$ cat src/rtl/alu_pkg.sv
// Shared types and constants for the ALU arbiter slice.
// ALU op codes, widths and arbiter FSM encoding.
package alu_pkg;

  localparam int NUM_REQ = 2;
  localparam int DATA_W  = 4;
  localparam int SEL_W   = 4;

  typedef enum logic [1:0] {
    IDLE    = 2'd0,
    ISSUE   = 2'd1,
    CAPTURE = 2'd2,
    RESP    = 2'd3
  } state_t;

  localparam logic [SEL_W-1:0] OP_ADD  = 4'd0;
  localparam logic [SEL_W-1:0] OP_SUB  = 4'd1;
  localparam logic [SEL_W-1:0] OP_MUL  = 4'd2;
  localparam logic [SEL_W-1:0] OP_DIV  = 4'd3;
  localparam logic [SEL_W-1:0] OP_MOD  = 4'd4;
  localparam logic [SEL_W-1:0] OP_SHL  = 4'd5;
  localparam logic [SEL_W-1:0] OP_SHR  = 4'd6;
  localparam logic [SEL_W-1:0] OP_NOT  = 4'd7;
  localparam logic [SEL_W-1:0] OP_AND  = 4'd8;
  localparam logic [SEL_W-1:0] OP_OR   = 4'd9;
  localparam logic [SEL_W-1:0] OP_XOR  = 4'd10;
  localparam logic [SEL_W-1:0] OP_NAND = 4'd11;
  localparam logic [SEL_W-1:0] OP_NOR  = 4'd12;
  localparam logic [SEL_W-1:0] OP_XNOR = 4'd13;
  localparam logic [SEL_W-1:0] OP_LT   = 4'd14;
  localparam logic [SEL_W-1:0] OP_EQ   = 4'd15;

  function automatic logic is_divzero(
    input logic [SEL_W-1:0]  s,
    input logic [DATA_W-1:0] b
  );
    return (s == OP_DIV) && (b == '0);
  endfunction

endpackage

$ cat src/rtl/alu_arbiter_rr.sv
// rr_arbiter2: combinational 2-way round-robin grant.
// The requester at ptr wins; otherwise the other one if valid.
module rr_arbiter2
  import alu_pkg::*;
(
  input  logic [NUM_REQ-1:0] valid,
  input  logic               ptr,
  output logic [NUM_REQ-1:0] grant
);

  always_comb begin
    grant = '0;
    if (valid[ptr])
      grant[ptr] = 1'b1;
    else if (valid[!ptr])
      grant[!ptr] = 1'b1;
  end

endmodule

$ cat src/rtl/alu_arbiter.sv
// Round-robin sharing of one combinational ALU by two requesters.
// Optional divide-by-zero short cut: define ALU_ARB_DIVZERO_EN.
module alu_arbiter
  import alu_pkg::*;
(
  input  logic                      clock_100Mhz,
  input  logic                      reset,
  input  logic [NUM_REQ-1:0]        req_valid,
  output logic [NUM_REQ-1:0]        req_ready,
  input  logic [NUM_REQ*DATA_W-1:0] req_a,
  input  logic [NUM_REQ*DATA_W-1:0] req_b,
  input  logic [NUM_REQ*SEL_W-1:0]  req_s,
  output logic [DATA_W-1:0]         alu_a,
  output logic [DATA_W-1:0]         alu_b,
  output logic [SEL_W-1:0]          alu_s,
  input  logic [DATA_W-1:0]         alu_result,
  output logic [NUM_REQ-1:0]        rsp_valid,
  input  logic [NUM_REQ-1:0]        rsp_ready,
  output logic [DATA_W-1:0]         rsp_data,
  output logic                      rsp_err,
  output logic                      busy
);

  state_t             state;
  logic               ptr;
  logic               id;
  logic [NUM_REQ-1:0] grant;
  logic               accept;
  logic               gid;
  logic [DATA_W-1:0]  sel_a;
  logic [DATA_W-1:0]  sel_b;
  logic [SEL_W-1:0]   sel_s;

  rr_arbiter2 u_rr (
    .valid (req_valid),
    .ptr   (ptr),
    .grant (grant)
  );

  assign req_ready = (state == IDLE && !reset) ? grant : '0;
  assign accept    = |(req_valid & req_ready);
  assign gid       = grant[1];

  assign sel_a = gid ? req_a[2*DATA_W-1:DATA_W] : req_a[DATA_W-1:0];
  assign sel_b = gid ? req_b[2*DATA_W-1:DATA_W] : req_b[DATA_W-1:0];
  assign sel_s = gid ? req_s[2*SEL_W-1:SEL_W]   : req_s[SEL_W-1:0];

  assign busy      = (state != IDLE);
  assign rsp_valid = (state == RESP) ? (id ? 2'b10 : 2'b01) : 2'b00;

`ifdef ALU_ARB_DIVZERO_EN
  logic err_q;
  assign rsp_err = err_q;
`else
  assign rsp_err = 1'b0;
`endif

  always_ff @(posedge clock_100Mhz) begin
    if (reset) begin
      state    <= IDLE;
      ptr      <= 1'b0;
      id       <= 1'b0;
      alu_a    <= '0;
      alu_b    <= '0;
      alu_s    <= '0;
      rsp_data <= '0;
`ifdef ALU_ARB_DIVZERO_EN
      err_q    <= 1'b0;
`endif
    end else begin
      unique case (state)
        IDLE: begin
          if (accept) begin
            id  <= gid;
            ptr <= !gid;
`ifdef ALU_ARB_DIVZERO_EN
            // Divide by zero never reaches the ALU.
            if (is_divzero(sel_s, sel_b)) begin
              rsp_data <= '1;
              err_q    <= 1'b1;
              state    <= RESP;
            end else begin
              alu_a <= sel_a;
              alu_b <= sel_b;
              alu_s <= sel_s;
              state <= ISSUE;
            end
`else
            alu_a <= sel_a;
            alu_b <= sel_b;
            alu_s <= sel_s;
            state <= ISSUE;
`endif
          end
        end
        ISSUE: state <= CAPTURE;
        CAPTURE: begin
          rsp_data <= alu_result;
          state    <= RESP;
        end
        RESP: begin
          if (rsp_ready[id]) begin
`ifdef ALU_ARB_DIVZERO_EN
            err_q <= 1'b0;
`endif
            state <= IDLE;
          end
        end
      endcase
    end
  end

endmodule

$ cat config.mk
export PLATFORM = sky130hd
export DESIGN_NAME = alu_arbiter
export DESIGN_NICKNAME = d
export VERILOG_FILES = /design/src/rtl/alu_pkg.sv /design/src/rtl/alu_arbiter_rr.sv /design/src/rtl/alu_arbiter.sv
export SDC_FILE = /design/constraint.sdc
export NUM_CORES = 1
export LEC_CHECK = 0
export BUFFER_PORTS_ARGS = -buffer_cell sky130_fd_sc_hd__buf_2
export CAP_MARGIN = 30
export CORE_MARGIN = 2
export CORE_UTILIZATION = 34
export CTS_CLUSTER_DIAMETER = 200
export DETAILED_ROUTE_END_ITERATION = 6
export GPL_ROUTABILITY_DRIVEN = 0
export SYNTH_ARGS = -nofsm -noshare
export SYNTH_HDL_FRONTEND = slang
export SYNTH_HIERARCHICAL = 1
export SYNTH_SLANG_ARGS = --single-unit
$ cat constraint.sdc
create_clock -name clock_100Mhz -period 1.22 [get_ports clock_100Mhz]
set_input_delay 0 -clock clock_100Mhz [delete_from_list [all_inputs] [get_ports clock_100Mhz]]
set_output_delay 0 -clock clock_100Mhz [all_outputs]
set_load 0.02 [all_outputs]
# After elaboration in Yosys (flattened, before gate mapping)
# Cells that the tools add are included.
# totals
reg_bits	20
inputBits	34
out_inout_bits	22
wordCells	50
# op_classes
n_lt_le_gt_ge	5
n_eq_ne	5
n_mux	21
n_bitwise	1
reduce_logical	11
# ops
op	count
$mux W2	7
$mux W4	3
$mux W1	8
$pmux W2 S4	1
$lt A1 B2 Y1 const B	3
$eq A2 B2 Y1 const B	2
$reduce_and A2 Y1	2
$logic_and A1 B1 Y1	3
$logic_not A1 Y1	3
$and A2 B2 Y2	1
$demux W1 S1	2
$eq A2 B1 Y1 const B	1
$ge A1 B1 Y1 const B	2
$logic_not A2 Y1	1
$ne A2 B1 Y1 const B	1
$ne A2 B2 Y1 const B	1
$reduce_bool A2 Y1	1
$reduce_or A2 Y1	1

# Longest topological paths before layout
# Gate-level depths: netlist of run 1.
# depth
ltp_word	12
depth_mapped	7
ltp_nobuf	5

# Cells and area by module
# The synthesis of run 1 kept the hierarchy.
# by_module_without_submodules
mod	n_inst	cells_each	area_each_um2	seq_area_each_um2
alu_arbiter	1	104	1133.6	400.4
rr_arbiter2	1	3	18.8	0.0

# Least setup slack after synthesis of run 1
# Ideal clock, no wire load.
# synth_timing
kind	flip-flop to flip-flop
start	register state[0]
end	register alu_a[0]
setup_ns	0.123
arrival_ns	1.190
t_required_ns	1.097
path_slack_ns	-0.093
stages_incl_launch_ff	7
n_path_buf	1
synth_period_minus_slack_ns	1.313
cell_sequence	dfxtp_1 -> inv_1 -> ha_1 -> and2b_2 -> buf_6 -> a21oi_2 -> a211oi_2
# synth_between
elab_chain_cells	6
# synth_lines
item	line	source
start, declared	alu_arbiter.sv:24	state_t state;
start signal, assigned	alu_arbiter.sv:60	state <= IDLE;
start signal, assigned	alu_arbiter.sv:92	state <= ISSUE;
start signal, assigned	alu_arbiter.sv:96	ISSUE: state <= CAPTURE;
$logic_not A2 Y1 (*)	alu_arbiter.sv:40, alu_arbiter.sv:71	
$logic_and A1 B1 Y1	alu_arbiter.sv:40	assign req_ready = (state == IDLE && !reset) ? grant : '0;
$mux W2	alu_arbiter.sv:40	
$and A2 B2 Y2	alu_arbiter.sv:41	assign accept = |(req_valid & req_ready);
$reduce_or A2 Y1	alu_arbiter.sv:41	
$reduce_and A2 Y1 (no line) (*)	--	
end signal, assigned	alu_arbiter.sv:89	alu_a <= sel_a;
end, declared	alu_arbiter.sv:13	output logic [DATA_W-1:0] alu_a,
# Mark *: on every way between the ends. The rest lies on a longest branch, timed or not.
# A chain may end at the register's enable or synchronous reset.

# Worst setup path after layout of run 1
# layout_timing
start	register state[1]
end	output port req_ready[1]
# layout_between
elab_chain_cells	3
# layout_lines
item	line	source
$logic_not A2 Y1	alu_arbiter.sv:40	
$logic_and A1 B1 Y1	alu_arbiter.sv:40	
$mux W2	alu_arbiter.sv:40	
end, declared	alu_arbiter.sv:9	output logic [NUM_REQ-1:0] req_ready,
# No other way between the ends.

==> impl_results.md, run 1 <==
- DIE AREA: 0.00387 sq mm
- Fin. max-slew vios: 0
- Routed WL per cell: 13.0 um
- Clk sinks: 20
- Critical path startpoint: state[1]
- Die Width: 62.2 um
- Area Growth Syn to Fin: 69.1%
- Post-synth top area share: 0.347
- Mapped cell area: 0.00115 sq mm
- DR pass1 iterations: 4
- Setup crit start kind: flip-flop
- Max VDD drop: 1.19 mV
- Synthesized net count: 145
- Clock Skews: 0.00763 ns
- Synth cell count leaders: dfxtp_1 (20), mux2i_1 (19), a211oi_2 (10)
- R2r setup slk: -0.12 ns
- First-pass GRT wire length: 4950 um
- GRT Util Overall: 0.157
- Max Freq: 699 MHz
- Sequential area share after synthesis: 0.347
- Ys flop type: dfxtp_1
- Crit-path cells: inv_2 > ha_4 > and2b_4 > buf_12 > and2_4 > buf_6
- Arrival @ worst endpoint: 1.43 ns
- Root Driver: clkbuf_4
- Crit path max-delay cell type: dfxtp_2
- Count leader, synth: dfxtp_1
- Total number of vias: 1,091
- DRC: 0
- Worst-path clk slew: 0.11 ns
- CP Capture Type: output pin
- Antenna violations before repair: 0
- CP peak stage delay: 0.36 ns
- Initial DRC Count: 34
- Reg-to-reg endpoint: alu_a[2]
- Hold Crit Start: reset
- CORE AREA: 0.00328 sq mm
- Setup tns final: -1.75 ns
- Ranking of synthesized cells by area: dfxtp_1 (35%), mux2i_1 (17%), a211oi_2 (11%), a21oi_2 (6.8%), ha_1 (4.3%)
- Layout cells sized above 1: 0.727
- CP Depth: 6
- Final critical-path setup slack: -0.211 ns
- CTS max path bufs: 2
- CTS tree: done
- Minimum clock period: 1.43 ns
- IO Count: 56
- Clock Latency Late Sink: 0.31 ns
- Synth Register Bits: 20
- Crit path to: req_ready[1]
- Gr ovfl total: 0
- Pwr per Cell Area: 1610 mW/mm^2
- Max-cap viol count: 0
- Outcome: finished with violations
- Setup repair after global routing missed its margin: yes
- CP required: 1.22 ns
- Buffers & Inverters on Critical Path: 3
- Worst R2R Start: state[1]
- Number of antenna diodes: 0
- Drt total wl: 3020 um
- Pin count of the biggest net entering global routing: 15
- Part of the cycle the worst path needs: 1.17
- Final antenna-violating net count: 0
- CP Class: flip-flop to output pin
- Unique cell type count in the Yosys netlist: 27
- Vias/cell: 4.68
- YS warnings: 6
- R2R depth: 7
- Post-synth EDFFs: 0
- Initial Utilization: 0.351
- TritonCTS Buffers: 3
- Setup-failing EPs final: 21
- Mean Syn Cell Area: 10.8 sq um
- Crit path max fanout: 4
- Die extent in y: 62.2 um
- Util after Layout: 0.593
- Final hold vios: 0
- Post-Synthesis Cells: 107
- Async S/R FF share, synth: 0
- Area leader, netlist: dfxtp_1
- Tot Pwr: 0.00314 W
- I/O Buffers: 54
- Row count: 21
- Number of global-route vias before repair: 1,150
- Lkg Pwr: 0.862 nW
- Hold crit path type: input pin to flip-flop
- Crit-path leading delay family: flip-flops
- Violated checks: setup timing
- H-tree depth: 1
- Detail Placement HPWL: 2120 um
- NumNets Final: 226
-- worst register-to-register path, delay by kind of cell (launching register included) --
family / cells / cell delay [ns]
AO/OA/AOI/OAI: 2 / 0.19
buffers and inverters: 3 / 0.38
adder cells (fa/ha/maj): 1 / 0.15
flip-flops: 1 / 0.36
AND/OR/NAND/NOR: 1 / 0.17
-- sequential cells by signal (all words and copies together), names as in the netlist --
signal	cells
alu_b	4
rsp_data	4
id	1
alu_s	4
state	2
ptr	1
alu_a	4
-- cells by family after synthesis --
family / count (synthesis) / synth area share
fa+ha+maj: 4 / 0.0434
compound gates: 34 / 0.284
buf+inv: 13 / 0.0771
flops: 20 / 0.347
other cells: 1 / 0.00325
simple gates: 16 / 0.0793
mux: 19 / 0.165
-- metrics by stage --
stage          instance area [sq um]  cells  setup slack, ns  hold WS [ns]
2_1_floorplan                   1180    107         -0.00420         0.147
3_3_place_gp                    1610    218          -0.0663         0.235
3_5_place_dp                    1610    218           -0.148         0.240
4_1_cts                         1880    232           -0.207        0.0383
5_1_grt                         1950    233           -0.252        0.0500
6_report                        1950    233           -0.211        0.0358
-- routing by layer --
| layer | GRT usage | vias up | wire length, um |
|---|---|---|---|
| met5 | 0 | - | 0 |
| met4 | 0.0556 | 0 | 41 |
| met3 | 0.0435 | 4 | 185 |
| met2 | 0.296 | 38 | 1620 |
| met1 | 0.165 | 509 | 1170 |
| li1 | - | 540 | - |
-- cell usage in the layout (no fill, tap or decap), types with 3 or more instances in the layout --
master | synthesis | routed
buf_2 | 2 | 49
dfxtp_1 | 20 | 17
mux2i_1 | 19 | 16
buf_4 | 2 | 15
buf_6 | 4 | 13
a211oi_2 | 10 | 12
a21oi_2 | 9 | 10
dlygate4sd3_1 | 0 | 5
inv_2 | 0 | 4
a21oi_4 | 0 | 4
nor2_1 | 4 | 4
and2_4 | 0 | 3
nand2b_1 | 4 | 3
mux2i_2 | 0 | 3
clkbuf_4 | 0 | 3
buf_12 | 0 | 3
dfxtp_2 | 0 | 3
-- power by group --
group,internal [W],switching [W]
sequential,0.000780,0.0000848
combinational,0.000888,0.000834
clock,0.000332,0.000219
-- area by class of cell --
class / instances / area, sq um
Clock buffer: 3 / 22.5
Inverter: 4 / 15.0
Clock inverter: 1 / 30.0
Fill cell: 298 / 1340
Sequential cell: 20 / 404
Tap cell: 46 / 57.6
Multi-Input combinational cell: 74 / 805
Timing Repair Buffer: 85 / 614
-- worst min-delay path by stage --
stage	to	slack, ns	cells after the start
floorplan	rsp_data[0]	0.15	2
global placement	rsp_data[0]	0.24	3
detailed placement	rsp_data[2]	0.24	3
CTS	alu_b[2]	0.04	3
global route	state[1]	0.05	3
finish	state[1]	0.04	3
-- timing repair --
action,in CTS,in global routing
gates resized for setup,32,15
setup buffers,6,1
pin swaps,13,7
setup endpoints to repair,19,25
hold buffers,5,0
cloned,0,0
endpoints found under the hold margin,4,0
No activity file was read; power rests on OpenSTA's default activity.
==> inputs of run 2 (changes only) <==
--- a/config.mk
+++ b/config.mk
@@ -12,7 +12,7 @@
 export CTS_CLUSTER_DIAMETER = 200
 export DETAILED_ROUTE_END_ITERATION = 6
 export GPL_ROUTABILITY_DRIVEN = 0
+export PLACE_DENSITY = 0.68
 export SYNTH_ARGS = -nofsm -noshare
 export SYNTH_HDL_FRONTEND = slang
-export SYNTH_HIERARCHICAL = 1
 export SYNTH_SLANG_ARGS = --single-unit
==> impl_results.md, run 2 <==
- DIE AREA: 0.00309 sq mm (-20%)
- Row count: 18 (-14%)
- IO Count: 56 (unchanged)
- Initial DRC Count: 94 (+180%)
- TritonCTS Buffers: 3 (unchanged)
- Worst R2R Start: state[1]
- Initial Utilization: 0.361 (+0.0105)
- Antenna violations before repair: 0 (unchanged)
- Hold Crit Start: reset
- Mean Syn Cell Area: 9.61 sq um (-11%)
- Post-Place Cells: 183 (-16%)
- Ranking of synthesized cells by area: dfxtp_1 (44%), a222oi_1 (11%), nor2_1 (7.9%), mux2i_1 (7.8%), ha_1 (5.5%)
- Crit path to: alu_a[2]
- Sequential area share after synthesis: 0.443 (+0.0958)
- Reg-to-reg endpoint: alu_a[2]
- Layout cells sized above 1: 0.484 (-0.243)
- Area leader, netlist: dfxtp_1
- Final antenna-violating net count: 0 (unchanged)
- CORE AREA: 0.00250 sq mm (-24%)
- GRT Util Overall: 0.193 (+0.0363)
- Number of antenna diodes: 0 (unchanged)
- Arrival @ worst endpoint: 1.73 ns (+0.30 ns)
- Clock Skews: 0.00108 ns (-0.00655 ns)
- Routed WL per cell: 13.9 um (+7.6%)
- Max-cap viol count: 0 (unchanged)
- Critical path startpoint: state[1]
- Hold crit path type: input pin to flip-flop
- Die Width: 55.5 um (-11%)
- CP required: 1.42 ns (+0.20 ns)
- Synthesized net count: 132 (-9.0%)
- Lkg Pwr: 0.810 nW (-6.0%)
- Gr ovfl total: 0 (unchanged)
- NumNets Final: 227 (+0.44%)
- First-pass GRT wire length: 4660 um (-5.9%)
- YS warnings: 0 (-6)
- CP Capture Type: flip-flop
- Count leader, synth: dfxtp_1
- Max Freq: 652 MHz (-6.7%)
- FILL cells: 197 (-34%)
- Synth Register Bits: 20 (unchanged)
- Post-Synthesis Cells: 94 (-12%)
- CTS max path bufs: 2 (unchanged)
- Pwr per Cell Area: 1510 mW/mm^2 (-6.2%)
- Final Cell Area: 0.00170 sq mm (-13%)
- Unique cell type count in the Yosys netlist: 26 (-3.7%)
- Pin count of the biggest net entering global routing: 12 (-3)
- Fin. max-slew vios: 0 (unchanged)
- DR pass1 iterations: 7 (+3)
- Max VDD drop: 1.09 mV (-9.0%)
- Number of global-route vias before repair: 1,051 (-8.6%)
- DP Area: 0.00128 sq mm (-21%)
- Part of the cycle the worst path needs: 1.26 (+0.0843)
- Area Growth Syn to Fin: 87.7%
- Worst-path clk slew: 0.11 ns (about the same)
- Minimum clock period: 1.53 ns (+0.103 ns)
- Setup-failing EPs final: 14 (-33%)
- I/O Buffers: 54 (unchanged)
- DRC: 0 (unchanged)
- Post-synth EDFFs: 0 (unchanged)
- Synth cell count leaders: dfxtp_1 (20), nor2_1 (19), a222oi_1 (10)
- Outcome: finished with violations
- Final critical-path setup slack: -0.314 ns (-0.103 ns)
- Detail Placement HPWL: 1660 um (-22%)
- Die extent in y: 55.5 um (-11%)
- Clock Latency Late Sink: 0.30 ns (about the same)
- Clk sinks: 20 (unchanged)
- Drt total wl: 3040 um (+0.66%)
- CP Class: flip-flop to flip-flop
- Mapped cell area: 903 sq um (-22%)
- Commonest non-fill, non-tap cells in the layout: buf_2 (50), dlygate4sd3_1 (25), nor2_1 (18)
- R2r setup slk: -0.31 ns (-0.19 ns)
- Post-synth top area share: 0.443 (+0.0958)
- Final hold vios: 0 (unchanged)
- H-tree depth: 1 (unchanged)
- Setup repair after global routing missed its margin: yes
- Async S/R FF share, synth: 0 (unchanged)
- Most common cell after layout, fill and taps aside: buf_2
- Ys flop type: dfxtp_1
- Crit path max fanout: 6 (+2)
- R2R depth: 8 (+1)
- Total number of vias: 1,120 (+2.7%)
- Setup tns final: -3.00 ns (-1.25 ns)
- Root Driver: clkbuf_4
- Vias/cell: 5.14 (+9.7%)
- Violated checks: setup timing
- CTS tree: done
- Final std cells w/o fill: 218 (-6.4%)
- Setup crit start kind: flip-flop
==> run 2: changes by cell type after synthesis, sizes merged, moves of 4 or more <==
| cell | before | now |
|---|---|---|
| a21oi | 14 | 1 |
| mux2i | 19 | 7 |
| a211oi | 12 | 3 |
| buf | 8 | 4 |
| a222oi | 0 | 10 |
| nor2 | 5 | 19 |
==> run 2: how the worst min path moves through the flow <==
stage | cells after the start | slack (ns) | to
6_report | 3 | 0.02 | state[1]
5_1_grt | 3 | 0.03 | state[1]
4_1_cts | 3 | 0.02 | state[1]
3_5_place_dp | 2 | 0.24 | state[0]
3_3_place_gp | 3 | 0.23 | rsp_data[2]
2_1_floorplan | 2 | 0.15 | rsp_data[0]
==> run 2: power by group <==
group / switching, W / internal [W] / total [W]
clock: 0.000213 / 0.000182 / 0.000395
combinational: 0.000639 / 0.000617 / 0.00126
sequential: 0.000100 / 0.000810 / 0.000910
total: 0.000953 / 0.00161 / 0.00256
==> run 2: logic make-up after synthesis <==
group | count (synthesis) | synth area share
buffers and inverters | 12 | 0.0609
other | 1 | 0.00415
flip-flops | 20 | 0.443
adder cells (fa/ha/maj) | 4 | 0.0554
AO/OA/AOI/OAI | 21 | 0.201
multiplexers | 7 | 0.0776
AND/OR/NAND/NOR | 29 | 0.158
==> run 2: final cells by class <==
class | count | area (sq um) | area share
Tap cell | 30 | 37.5 | 0.0221
Sequential cell | 20 | 404 | 0.238
Inverter | 5 | 18.8 | 0.0111
Timing Repair Buffer | 97 | 696 | 0.410
Multi-Input combinational cell | 62 | 503 | 0.297
Clock buffer | 4 | 36.3 | 0.0214
==> run 2: per-layer routing <==
layer  track usage  vias up  wire length [um]
met5             0        -                 0
met2         0.299       81              1410
met4         0.101        0                74
met3        0.0726        8               311
met1         0.231      503              1250
li1              -      528                 -
==> run 2: timing repair <==
item | CTS | global route
endpoints found under the hold margin | 15 | 0
buffers inserted | 7 | 1
pin swaps | 12 | 9
endpoints found under the setup margin | 17 | 23
resized for setup | 15 | 7
hold buffers | 25 | 0
==> run 2: worst max-delay path: stages, from the launching register on <==
cell	delay (ns)
dfxtp_2	0.35
inv_2	0.05
ha_4	0.16
nand2b_4	0.08
a211oi_2	0.04
buf_4	0.15
buf_6	0.12
a222oi_1	0.37
nor2_1	0.09
==> run 2: stage by stage <==
stage	utilization	power, W	hold WS, ns	setup slack, ns
global placement	0.512	0.00190	0.233	-0.157
CTS	0.669	0.00252	0.0196	-0.248
finish	0.678	0.00256	0.0153	-0.314
global route	0.678	0.00272	0.0296	-0.415
detailed placement	0.512	0.00194	0.240	-0.212
floorplan	-	0.00156	0.147	-0.149
